File: config.mk
export PLATFORM = sky130hd
export DESIGN_NAME = mux_sel_scanner
export DESIGN_NICKNAME = d
export VERILOG_FILES = /design/src/rtl/mux_sel_pkg.sv /design/src/rtl/rr_arb4.sv /design/src/rtl/mux_sel_scanner.sv
export SDC_FILE = /design/constraint.sdc
export NUM_CORES = 1
export LEC_CHECK = 0
export CORE_ASPECT_RATIO = 0.7
export CORE_MARGIN = 2
export CORE_UTILIZATION = 53
export DETAILED_ROUTE_END_ITERATION = 8
export GPL_ROUTABILITY_DRIVEN = 0
export PLACE_DENSITY = 0.81
export SYNTH_ARGS = -nofsm -noshare
export SYNTH_HDL_FRONTEND = slang
export SYNTH_HIERARCHICAL = 1
export SYNTH_SLANG_ARGS = --single-unit
File: constraint.sdc
create_clock -name Clk -period 3.51 [get_ports Clk]
set_input_delay 0.351 -clock Clk [delete_from_list [all_inputs] [get_ports Clk]]
set_output_delay 0.351 -clock Clk [all_outputs]
set_load 0.01 [all_outputs]
File: src/rtl/mux_sel_pkg.sv
// Shared types and defaults for the round-robin mux select scanner.
package mux_sel_pkg;

    typedef enum logic [1:0] {
        IDLE,
        SHIFT,
        OUT
    } state_t;

    typedef logic [1:0] chan_t;

    localparam int WORD_W_DEF = 8;

endpackage

File: src/rtl/rr_arb4.sv
// Combinational 4-way rotating-priority picker: the first set request at or
// above P (wrapping 3->0) wins.
module rr_arb4
    import mux_sel_pkg::*;
(
    input  logic [3:0] Req,
    input  chan_t      P,
    output logic [3:0] grant,
    output chan_t      chan,
    output logic       any
);

    always_comb begin
        chan_t idx;
        // NOTE: every output gets a default first so no path leaves a latch.
        grant = '0;
        chan  = '0;
        any   = 1'b0;
        idx   = P;
        for (int k = 0; k < 4; k++) begin
            idx = P + chan_t'(k);
            if (!any && Req[idx]) begin
                any         = 1'b1;
                chan        = idx;
                grant[idx]  = 1'b1;
            end
        end
    end

endmodule

File: src/rtl/mux_sel_scanner.sv
// Round-robin scanner: grants one channel of a 4:1 mux, shifts WORD_W serial
// bits in, presents the word with valid/ready. Parity gated by MUX_SEL_PARITY_EN.
module mux_sel_scanner
    import mux_sel_pkg::*;
#(
    parameter int WORD_W = WORD_W_DEF
) (
    input  logic              Clk,
    input  logic              Rst_n,
    input  logic [3:0]        Req,
    input  logic              Mux_out,
    input  logic              Ready,
    output logic              Sel1,
    output logic              Sel0,
    output logic [3:0]        Grant,
    output logic [WORD_W-1:0] Data_out,
    output logic [1:0]        Ch_out,
    output logic              Valid,
    output logic              Parity
);

    localparam int CNT_W = $clog2(WORD_W + 1);

    state_t            state;
    state_t            state_nxt;
    chan_t             ptr;
    chan_t             sel;
    logic [CNT_W-1:0]  cnt;
    logic [WORD_W-1:0] shreg;
    logic [WORD_W-1:0] word_nxt;
    logic              last_bit;
    logic [3:0]        arb_grant;
    chan_t             arb_chan;
    logic              arb_any;

    rr_arb4 u_arb (
        .Req   (Req),
        .P     (ptr),
        .grant (arb_grant),
        .chan  (arb_chan),
        .any   (arb_any)
    );

    assign word_nxt = {shreg[WORD_W-2:0], Mux_out};
    assign last_bit = (cnt == CNT_W'(WORD_W - 1));
    assign Sel1     = sel[1];
    assign Sel0     = sel[0];
    assign Valid    = (state == OUT);

    always_comb begin
        state_nxt = state;
        case (state)
            IDLE:    if (arb_any)  state_nxt = SHIFT;
            SHIFT:   if (last_bit) state_nxt = OUT;
            OUT:     if (Ready)    state_nxt = IDLE;
            default: state_nxt = IDLE;
        endcase
    end

    always_ff @(posedge Clk or negedge Rst_n) begin
        if (!Rst_n) begin
            state <= IDLE;
        end else begin
            // NOTE: sequential state uses non-blocking assignments only.
            state <= state_nxt;
        end
    end

    // Requests are only looked at in IDLE; SHIFT/OUT always run to completion.
    always_ff @(posedge Clk or negedge Rst_n) begin
        if (!Rst_n) begin
            ptr      <= '0;
            sel      <= '0;
            Grant    <= '0;
            Ch_out   <= '0;
            cnt      <= '0;
            shreg    <= '0;
            Data_out <= '0;
        end else begin
            case (state)
                IDLE: begin
                    if (arb_any) begin
                        Grant  <= arb_grant;
                        sel    <= arb_chan;
                        Ch_out <= arb_chan;
                        cnt    <= '0;
                    end
                end
                SHIFT: begin
                    shreg <= word_nxt;
                    cnt   <= cnt + CNT_W'(1);
                    if (last_bit) Data_out <= word_nxt;
                end
                OUT: begin
                    if (Ready) begin
                        Grant <= '0;
                        ptr   <= Ch_out + 2'd1;
                    end
                end
                default: ;
            endcase
        end
    end

`ifdef MUX_SEL_PARITY_EN
    logic parity_q;

    always_ff @(posedge Clk or negedge Rst_n) begin
        if (!Rst_n) begin
            parity_q <= 1'b0;
        end else if (state == SHIFT && last_bit) begin
            parity_q <= ^word_nxt;
        end
    end

    assign Parity = parity_q;
`else
    assign Parity = 1'b0;
`endif

endmodule
# Yosys cells after proc, flatten, opt, wreduce, memory -nomap -nowiden
# Cells that the tools add are included.
word_totals:
  word_cells: 85
  latchBits: 0
  input_bits: 8
  ramBits: 0
  reg_bits: 29
  romBits: 0
  n_memories: 0
  out_inout_bits: 18
classes:
  div_mod_pow: 0
  bitwise: 3
  n_eq_ne: 6
  n_reduce_logical: 19
  n_lt_le_gt_ge: 8
  n_shift: 0
  multipliers: 0
  n_addsub: 5
  mux: 37
op_table:
  columns: ["cell", "count"]
  rows:
  - ["4-bit two-way mux", 7]
  - ["4-bit case mux with 2 select lines", 2]
  - ["2-bit two-way mux", 7]
  - ["2-bit by 3-bit < comparator with 1-bit output, second input constant", 4]
  - ["1-bit two-way mux", 12]
  - ["4-bit OR", 3]
  - ["1-bit binary-select mux with 2-bit select", 4]
  - ["1-bit demux with 2-bit select", 4]
  - ["2-bit by 1-bit >= comparator with 1-bit output, second input constant", 4]
  - ["2-bit AND reduction", 4]
  - ["1-bit logical AND", 7]
  - ["2-bit != test, second input constant", 3]
  - ["2-bit case mux with 3 select lines", 1]
  - ["3-bit AND reduction", 2]
  - ["2-bit by 1-bit adder with 2-bit output, second input constant", 2]
  - ["2-bit adder, second input constant", 2]
  - ["4-bit by 1-bit adder with 4-bit output, second input constant", 1]
  - ["4-bit by 3-bit equality test with 1-bit output, second input constant", 1]
  - ["2-bit nonzero test", 2]
  - ["1-bit zero test", 3]
  - ["2-bit by 1-bit equality test with 1-bit output, second input constant", 1]
  - ["2-bit equality test, second input constant", 1]
  - ["2-bit zero test", 1]

# Depth between registers and ports, before layout
# Gate-level depths: netlist of the first run.
logic_depth:
  word_depth: 14
  mapped_depth: 10
  ltp_nobuf: 8

# Modules after synthesis
# Netlist of the first run, hierarchy kept.
by_module_without_submodules:
  columns: ["module", "cells_per_inst", "area_per_inst_um2", "instances"]
  rows:
  - ["mux_sel_scanner", 110, 1261.2, 1]
  - ["rr_arb4", 45, 421.7, 1]

# Worst setup path before layout of the first run
# No wires, ideal clock.
synth_path:
  path_type: "register to register"
  startpoint: "reg ptr[0]"
  endpoint: "reg sel[0]"
  arrival_time_ns: 2.379
  setup_time_ns: 0.125
  path_slack_ns: 1.006
  stages_incl_launch_ff: 11
  synth_period_minus_slack_ns: 2.504
  cell_sequence: "dfrtp_1 -> buf_6 -> inv_1 -> ha_1 -> mux4_2 -> buf_6 -> nor3_1 -> nand2b_1 -> and2b_1 -> nor2b_1 -> mux2_2"
synth_between:
  elab_chain_cells: 13
  word_cells_on_any_way: 26
synth_rtl:
  columns: ["element", "line_no", "rtl"]
  rows:
  - ["start, declared", "mux_sel_scanner.sv:26", "chan_t ptr;"]
  - ["start signal, assigned", "mux_sel_scanner.sv:97", "ptr <= Ch_out + 2'd1;"]
  - ["branches (longest 11 deep; another with 2-bit by 1-bit adder with 2-bit output)", null, null]
  - ["1-bit two-way mux (*)", "rr_arb4.sv:22", "if (!any && Req[idx]) begin"]
  - ["via arb_any", "mux_sel_scanner.sv:34", "logic arb_any;"]
  - ["2-bit AND reduction (no source line) (*)", null, null]
  - ["end signal, assigned", "mux_sel_scanner.sv:84", "sel <= arb_chan;"]
  - ["end, declared", "mux_sel_scanner.sv:27", "chan_t sel;"]
# Mark *: on every way through the listed nets, which the timed path passes. The select of a mux whose other input is x is not followed.
# A chain may end at the register's enable or synchronous reset.

# Worst setup path after layout of the first run
# Same ends and word-level chain as after synthesis.

==> results.sh, run 1 <==
export IMPL_main_area_contributors_after_synthesis="sky130_fd_sc_hd__dfrtp_1 (43%), sky130_fd_sc_hd__mux2_2 (7.4%), sky130_fd_sc_hd__nand2_1 (5.8%)"
export IMPL_rows=17
export IMPL_wire_length_of_the_first_global_routing_pass_um=5940
export IMPL_critical_path_endpoint_type="flip-flop"
export IMPL_tritoncts="built"
export IMPL_max_clock_path_buffers=2
export IMPL_detail_route_iter0_violations=57
export IMPL_synthesized_net_count=169
export IMPL_synthDistinctLibCells=37
export IMPL_max_cap_violations=0
export IMPL_cts_buffers=5
export IMPL_areaGrowthSynthToFinish_pct=18.88
export IMPL_postPlaceCellArea_mm2=0.001899
export IMPL_floorplan_io_pins=26
export IMPL_netlist_instances=155
export IMPL_yosysWarnings=6
export IMPL_maximum_operating_frequency_mhz=334.7
export IMPL_vias_per_cell=5.977
export IMPL_synth_largest_area_cell="sky130_fd_sc_hd__dfrtp_1"
export IMPL_routed_wirelength_um=3519
export IMPL_worst_slew_pin_transition_ns=0.5778
export IMPL_synth_most_common_cell="sky130_fd_sc_hd__dfrtp_1"
export IMPL_grt_overflow_total=0
export IMPL_route_detailed_wl_per_inst_um=16.29
export IMPL_finalHoldViolCount=0
export IMPL_setup_viol=0
export IMPL_die_h_um=51.15
export IMPL_timing_hold_ws_ns=0.4440
export IMPL_period_needed_ns=2.987
export IMPL_leakagePower_uw=0.0008520
export IMPL_numClockSinks=29
export IMPL_fp_coreArea_mm2=0.003084
export IMPL_clk_insertion_delay_late_ns=0.28
export IMPL_vias=1291
export IMPL_cts_root_buf="sky130_fd_sc_hd__clkbuf_8"
export IMPL_io_buffers=24
export IMPL_clock_tree_htree_level_count=2
export IMPL_critPathMaxFanout=14
export IMPL_grt_antenna_before_repair=0
export IMPL_powerDensity_mw_per_mm2=929.0
export IMPL_grt_start_max_net_pins=30
export IMPL_hold_class="input port to async pin"
export IMPL_finish_net_count=191
export IMPL_detail_route_drc_violations=0
export IMPL_synth_flop_cell="sky130_fd_sc_hd__dfrtp_1"
export IMPL_ant_nets=0
export IMPL_firstDrtPassIters=4
export IMPL_fin_worst_skew_ns=0.005975
export IMPL_post_cts_repair_setup_buffers=0
export IMPL_grt_setup_unrepaired="false"
export IMPL_stdcell_area_mm2=0.002001
export IMPL_asyncSetResetFlopFracSynth_pct=100.0
export IMPL_cts_resized=0
export IMPL_final_layout_size_suffix_gt1_share_pct=14.61
export IMPL_vdd_ir_drop_worst_v=0.0005265
export IMPL_critical_path_arrival_ns=3.16
export IMPL_ys_top_cells_by_count="sky130_fd_sc_hd__dfrtp_1 (29), sky130_fd_sc_hd__nand2_1 (26), sky130_fd_sc_hd__mux2_2 (11)"
export IMPL_netlist_area_mm2=0.001683
export IMPL_synth_edf_count=0
export IMPL_critPathLaunchType="flip-flop"
export IMPL_run_status="complete, no violations"
export IMPL_worst_r2r_path_depth=8
export IMPL_initial_core_util_pct=54.56
export IMPL_hpwl_um=2553
export IMPL_path_clk_slew_ns=0.06
export IMPL_worst_slew_margin_rel_pct=61.40
export IMPL_critPathRequiredTime_ns=3.68
export IMPL_ys_ff_latch=29
export IMPL_mean_area_per_synthesized_cell_um2=10.86
export IMPL_cts_hold_buffers=0
export IMPL_groute_usage_overall_pct=21.98
export IMPL_first_global_vias=1262
export IMPL_design_die_area_mm2=0.003649
export IMPL_worstSetupPathType="flip-flop to flip-flop"
export IMPL_seq_area_frac_synth_pct=43.12
export IMPL_timing_setup_tns_ns=0
export IMPL_final_count_of_pins_violating_max_slew=0
export IMPL_share_of_yosys_cell_area_claimed_by_the_top_area_cell_type_pct=43.12
export IMPL_period_share_pct=85.11
export IMPL_diodes=0
export IMPL_die_width_um=71.35
==> stage by stage <==
| step | total power [uW] | instances | util (%) | worst slack, ns |
|---|---|---|---|---|
| after detailed placement | 1543 | 208 | 61.58 | 0.5911 |
| after floorplan | 1281 | 155 | - | 1.006 |
| after global placement | 1491 | 208 | 61.58 | 0.7679 |
| final | 1859 | 216 | 64.87 | 0.5226 |
| after CTS | 1849 | 216 | 64.87 | 0.5791 |
| after global routing | 1981 | 216 | 64.87 | 0.3166 |
==> power by group <==
group / total, uW / switching, uW / internal, uW / leakage (uW)
logic: 900 / 434 / 466 / 0.000436
registers: 659 / 166 / 492 / 0.000362
clock network: 300 / 123 / 177 / 0.0000542
total: 1860 / 724 / 1130 / 0.000852
==> flip-flops by register name (all words and copies together), names as in the netlist <==
name and count:
Data_out 8, shreg 7, Grant 4, cnt 4, ptr 2, sel 2, state 2
==> kinds of logic (layout without fill, tap and decap cells) <==
family	after synthesis	count (layout)	share of synthesized area, %
flops	29	29	43.12
buf+inv	14	37	5.576
simple gates	51	51	16.73
other cells	1	1	0.2228
xor+xnor	1	1	0.5205
fa+ha+maj	6	6	4.461
mux	18	18	14.94
compound gates	35	35	14.42
==> worst max-delay path, cell delays in order, from the launching register on <==
cell	delay, ns
sky130_fd_sc_hd__dfrtp_1	0.66
sky130_fd_sc_hd__inv_1	0.13
sky130_fd_sc_hd__ha_1	0.39
sky130_fd_sc_hd__mux4_2	0.45
sky130_fd_sc_hd__nor3_1	0.30
sky130_fd_sc_hd__nand2b_1	0.20
sky130_fd_sc_hd__and2b_1	0.26
sky130_fd_sc_hd__nor2b_1	0.18
sky130_fd_sc_hd__mux2_2	0.29
==> final cells by class <==
| cell class | count | area (um^2) |
|---|---|---|
| multi-input cells | 112 | 863.3 |
| flip-flops and latches | 29 | 725.7 |
| clock inverters | 1 | 5.005 |
| clock buffers | 7 | 96.34 |
| fillers | 238 | 1084 |
| inverters | 4 | 15.01 |
| repair buffers | 25 | 247.7 |
| well taps | 38 | 47.55 |
==> per-layer routing <==
metal  part of all wire (%)  wire, um  vias up  global-route usage, %
met3                    6.5       228       14                  5.917
met2                     44      1559       56                  33.18
met1                     46      1618      621                  29.05
met5                      0         0        -                      0
met4                    3.2       112        0                  11.95
li1                       -         -      600                      -
==> cells in the final DEF, fill, tap and decap left out, drive strengths merged, types with 4 or more instances in the layout <==
| cell type | count |
|---|---|
| mux4 | 4 |
| clkdlybuf4s50 | 24 |
| nand2b | 4 |
| o2bb2ai | 4 |
| inv | 4 |
| nor2b | 7 |
| mux2 | 11 |
| o21ai | 8 |
| a22oi | 8 |
| nor2 | 4 |
| a21oi | 5 |
| ha | 6 |
| dfrtp | 29 |
| nand2 | 26 |
| clkbuf | 7 |
==> final timing paths <==
kind	startpoint	end	slack, ns
max	ptr[0]	sel[0]	0.52
min	Rst_n	cnt[3]	0.44
max reg2reg	ptr[0]	sel[0]	0.52
min reg2reg	shreg[5]	shreg[6]	0.49
max in group asynchronous	Rst_n	shreg[1]	2.80
min in group Clk	shreg[5]	shreg[6]	0.49
Note: power is estimated with default switching activity, not from simulation.
==> run 2, diff against run 1 <==
--- a/config.mk
+++ b/config.mk
@@ -10,7 +10,7 @@
 export CORE_UTILIZATION = 53
 export DETAILED_ROUTE_END_ITERATION = 8
 export GPL_ROUTABILITY_DRIVEN = 0
-export PLACE_DENSITY = 0.81
+export PLACE_DENSITY = 0.9
 export SYNTH_ARGS = -nofsm -noshare
 export SYNTH_HDL_FRONTEND = slang
 export SYNTH_HIERARCHICAL = 1
==> run 2 against run 1 <==
Combinational power down 2%. First-iteration DRC count up 86%. Die area unchanged.
==> results.sh, run 2 (synthesis gave the netlist of run 1 again) <==
export IMPL_grt_overflow_total=0
export IMPL_cts_resized=0
export IMPL_vias_per_cell=5.926
export IMPL_worstSetupPathType="flip-flop to flip-flop"
export IMPL_grt_start_max_net_pins=30
export IMPL_largest_register_ffs=8
export IMPL_firstDrtPassIters=4
export IMPL_slowest_delay_ns=0.68
export IMPL_powerDensity_mw_per_mm2=913.3
export IMPL_timing_rr_start="ptr[0]"
export IMPL_critical_path_endpoint_type="flip-flop"
export IMPL_timing_final_ws_setup_ns=0.5822
export IMPL_period_share_pct=83.41
export IMPL_setup_viol=0
export IMPL_rows=17
export IMPL_dp_worst_setup_slack_ns=0.6146
export IMPL_fin_worst_skew_ns=0.004180
export IMPL_design_die_area_mm2=0.003649
export IMPL_fp_coreArea_mm2=0.003084
export IMPL_vias=1274
export IMPL_fin_cells=215
export IMPL_route_detailed_wl_per_inst_um=15.69
export IMPL_register_with_the_most_flip_flops="Data_out"
export IMPL_tritoncts="built"
export IMPL_finalHoldViolCount=0
export IMPL_path_cells="inv_1 > ha_1 > mux4_2 > nor3_1 > nand2b_1 > and2b_1 > nor2b_1 > mux2_2"
export IMPL_hold_class="input port to async pin"
export IMPL_place_inst=208
export IMPL_worst_r2r_setup_slack_ns=0.58
export IMPL_hpwl_um=2374
export IMPL_final_common_cell="sky130_fd_sc_hd__dfrtp_1"
export IMPL_worst_r2r_endpoint="sel[0]"
export IMPL_io_buffers=24
export IMPL_post_cts_repair_setup_buffers=0
export IMPL_highest_count_cells_in_the_layout_ignoring_fill_and_taps="sky130_fd_sc_hd__dfrtp_1 (29), sky130_fd_sc_hd__nand2_1 (26), sky130_fd_sc_hd__clkdlybuf4s50_1 (24), sky130_fd_sc_hd__mux2_2 (11)"
export IMPL_timing_setup_tns_ns=0
export IMPL_run_status="complete, no violations"
export IMPL_clk_insertion_delay_late_ns=0.28
export IMPL_die_h_um=51.15
export IMPL_top_regs="Data_out (8), shreg (7)"
export IMPL_vdd_ir_drop_worst_v=0.0004700
export IMPL_groute_usage_overall_pct=19.69
export IMPL_maximum_operating_frequency_mhz=341.5
export IMPL_cts_root_buf="sky130_fd_sc_hd__clkbuf_8"
export IMPL_wire_length_of_the_first_global_routing_pass_um=5457
export IMPL_critical_path_n_buffers_inverters=1
export IMPL_worst_slew_margin_rel_pct=62.63
export IMPL_path_clk_slew_ns=0.06
export IMPL_critical_path_arrival_ns=3.09
export IMPL_critPathRequiredTime_ns=3.67
export IMPL_leakagePower_uw=0.0008421
export IMPL_initial_core_util_pct=54.56
export IMPL_detail_route_drc_violations=0
export IMPL_numClockSinks=29
export IMPL_slowest_stage="sky130_fd_sc_hd__dfrtp_1"
export IMPL_critPathMaxFanout=14
export IMPL_max_cap_violations=0
export IMPL_grt_setup_unrepaired="false"
export IMPL_final_count_of_pins_violating_max_slew=0
export IMPL_ant_nets=0
export IMPL_worst_r2r_path_depth=8
export IMPL_worst_slew_pin_transition_ns=0.5595
export IMPL_grt_antenna_before_repair=0
export IMPL_final_layout_size_suffix_gt1_share_pct=13.56
export IMPL_diodes=0
export IMPL_first_global_vias=1212
export IMPL_die_width_um=71.35
export IMPL_finish_net_count=191
export IMPL_crit_family="simple AND/OR/NAND/NOR gates"
export IMPL_floorplan_io_pins=26
export IMPL_period_needed_ns=2.928
export IMPL_clock_tree_htree_level_count=2
export IMPL_routed_wirelength_um=3373
export IMPL_max_clock_path_buffers=2
export IMPL_areaGrowthSynthToFinish_pct=17.99
export IMPL_cts_buffers=5
export IMPL_timing_hold_ws_ns=0.4505
export IMPL_cts_hold_buffers=0
export IMPL_detail_route_iter0_violations=106
export IMPL_critPathLaunchType="flip-flop"
[run 2: cell type report]
type                            count  area, um^2
Inverter                            4       15.01
Sequential cell                    29       725.7
Fill cell                         212        1099
Timing Repair Buffer               25       247.7
Tap cell                           38       47.55
Multi-Input combinational cell    112       863.3
Clock buffer                        7       86.33
[run 2: how the worst max path moves through the flow]
stage / start / end / slack [ns] / cells after the start
2_1_floorplan: ptr[0] / sel[0] / 1.01 / 10
3_3_place_gp: ptr[0] / sel[0] / 0.79 / 8
3_5_place_dp: ptr[0] / sel[0] / 0.61 / 8
4_1_cts: ptr[0] / sel[0] / 0.61 / 8
5_1_grt: ptr[0] / sel[0] / 0.38 / 8
6_report: ptr[0] / sel[0] / 0.58 / 8
[run 2: metrics by stage]
stage | cell area [um^2] | power, uW | util, %
2_1_floorplan | 1683 | 1281 | -
3_3_place_gp | 1899 | 1481 | 61.58
3_5_place_dp | 1899 | 1528 | 61.58
4_1_cts | 1986 | 1812 | 64.38
5_1_grt | 1986 | 1929 | 64.38
6_report | 1986 | 1814 | 64.38
[run 2: worst reg2reg max path, stage by stage, from the launching register on]
cell	delay [ns]
sky130_fd_sc_hd__dfrtp_1	0.68
sky130_fd_sc_hd__inv_1	0.13
sky130_fd_sc_hd__ha_1	0.38
sky130_fd_sc_hd__mux4_2	0.44
sky130_fd_sc_hd__nor3_1	0.28
sky130_fd_sc_hd__nand2b_1	0.20
sky130_fd_sc_hd__and2b_1	0.26
sky130_fd_sc_hd__nor2b_1	0.17
sky130_fd_sc_hd__mux2_2	0.29
[run 2: power by group]
group / total [uW] / internal, uW / switching (uW)
logic: 884 / 465 / 420
clock network: 272 / 155 / 117
registers: 657 / 492 / 165
total: 1810 / 1110 / 702
[run 2: layer usage]
metal,share of wire (%),global-route usage (%)
met1,47,26.32
met2,46,30.25
met3,5.8,6.509
met4,0.89,6.918
met5,0,0
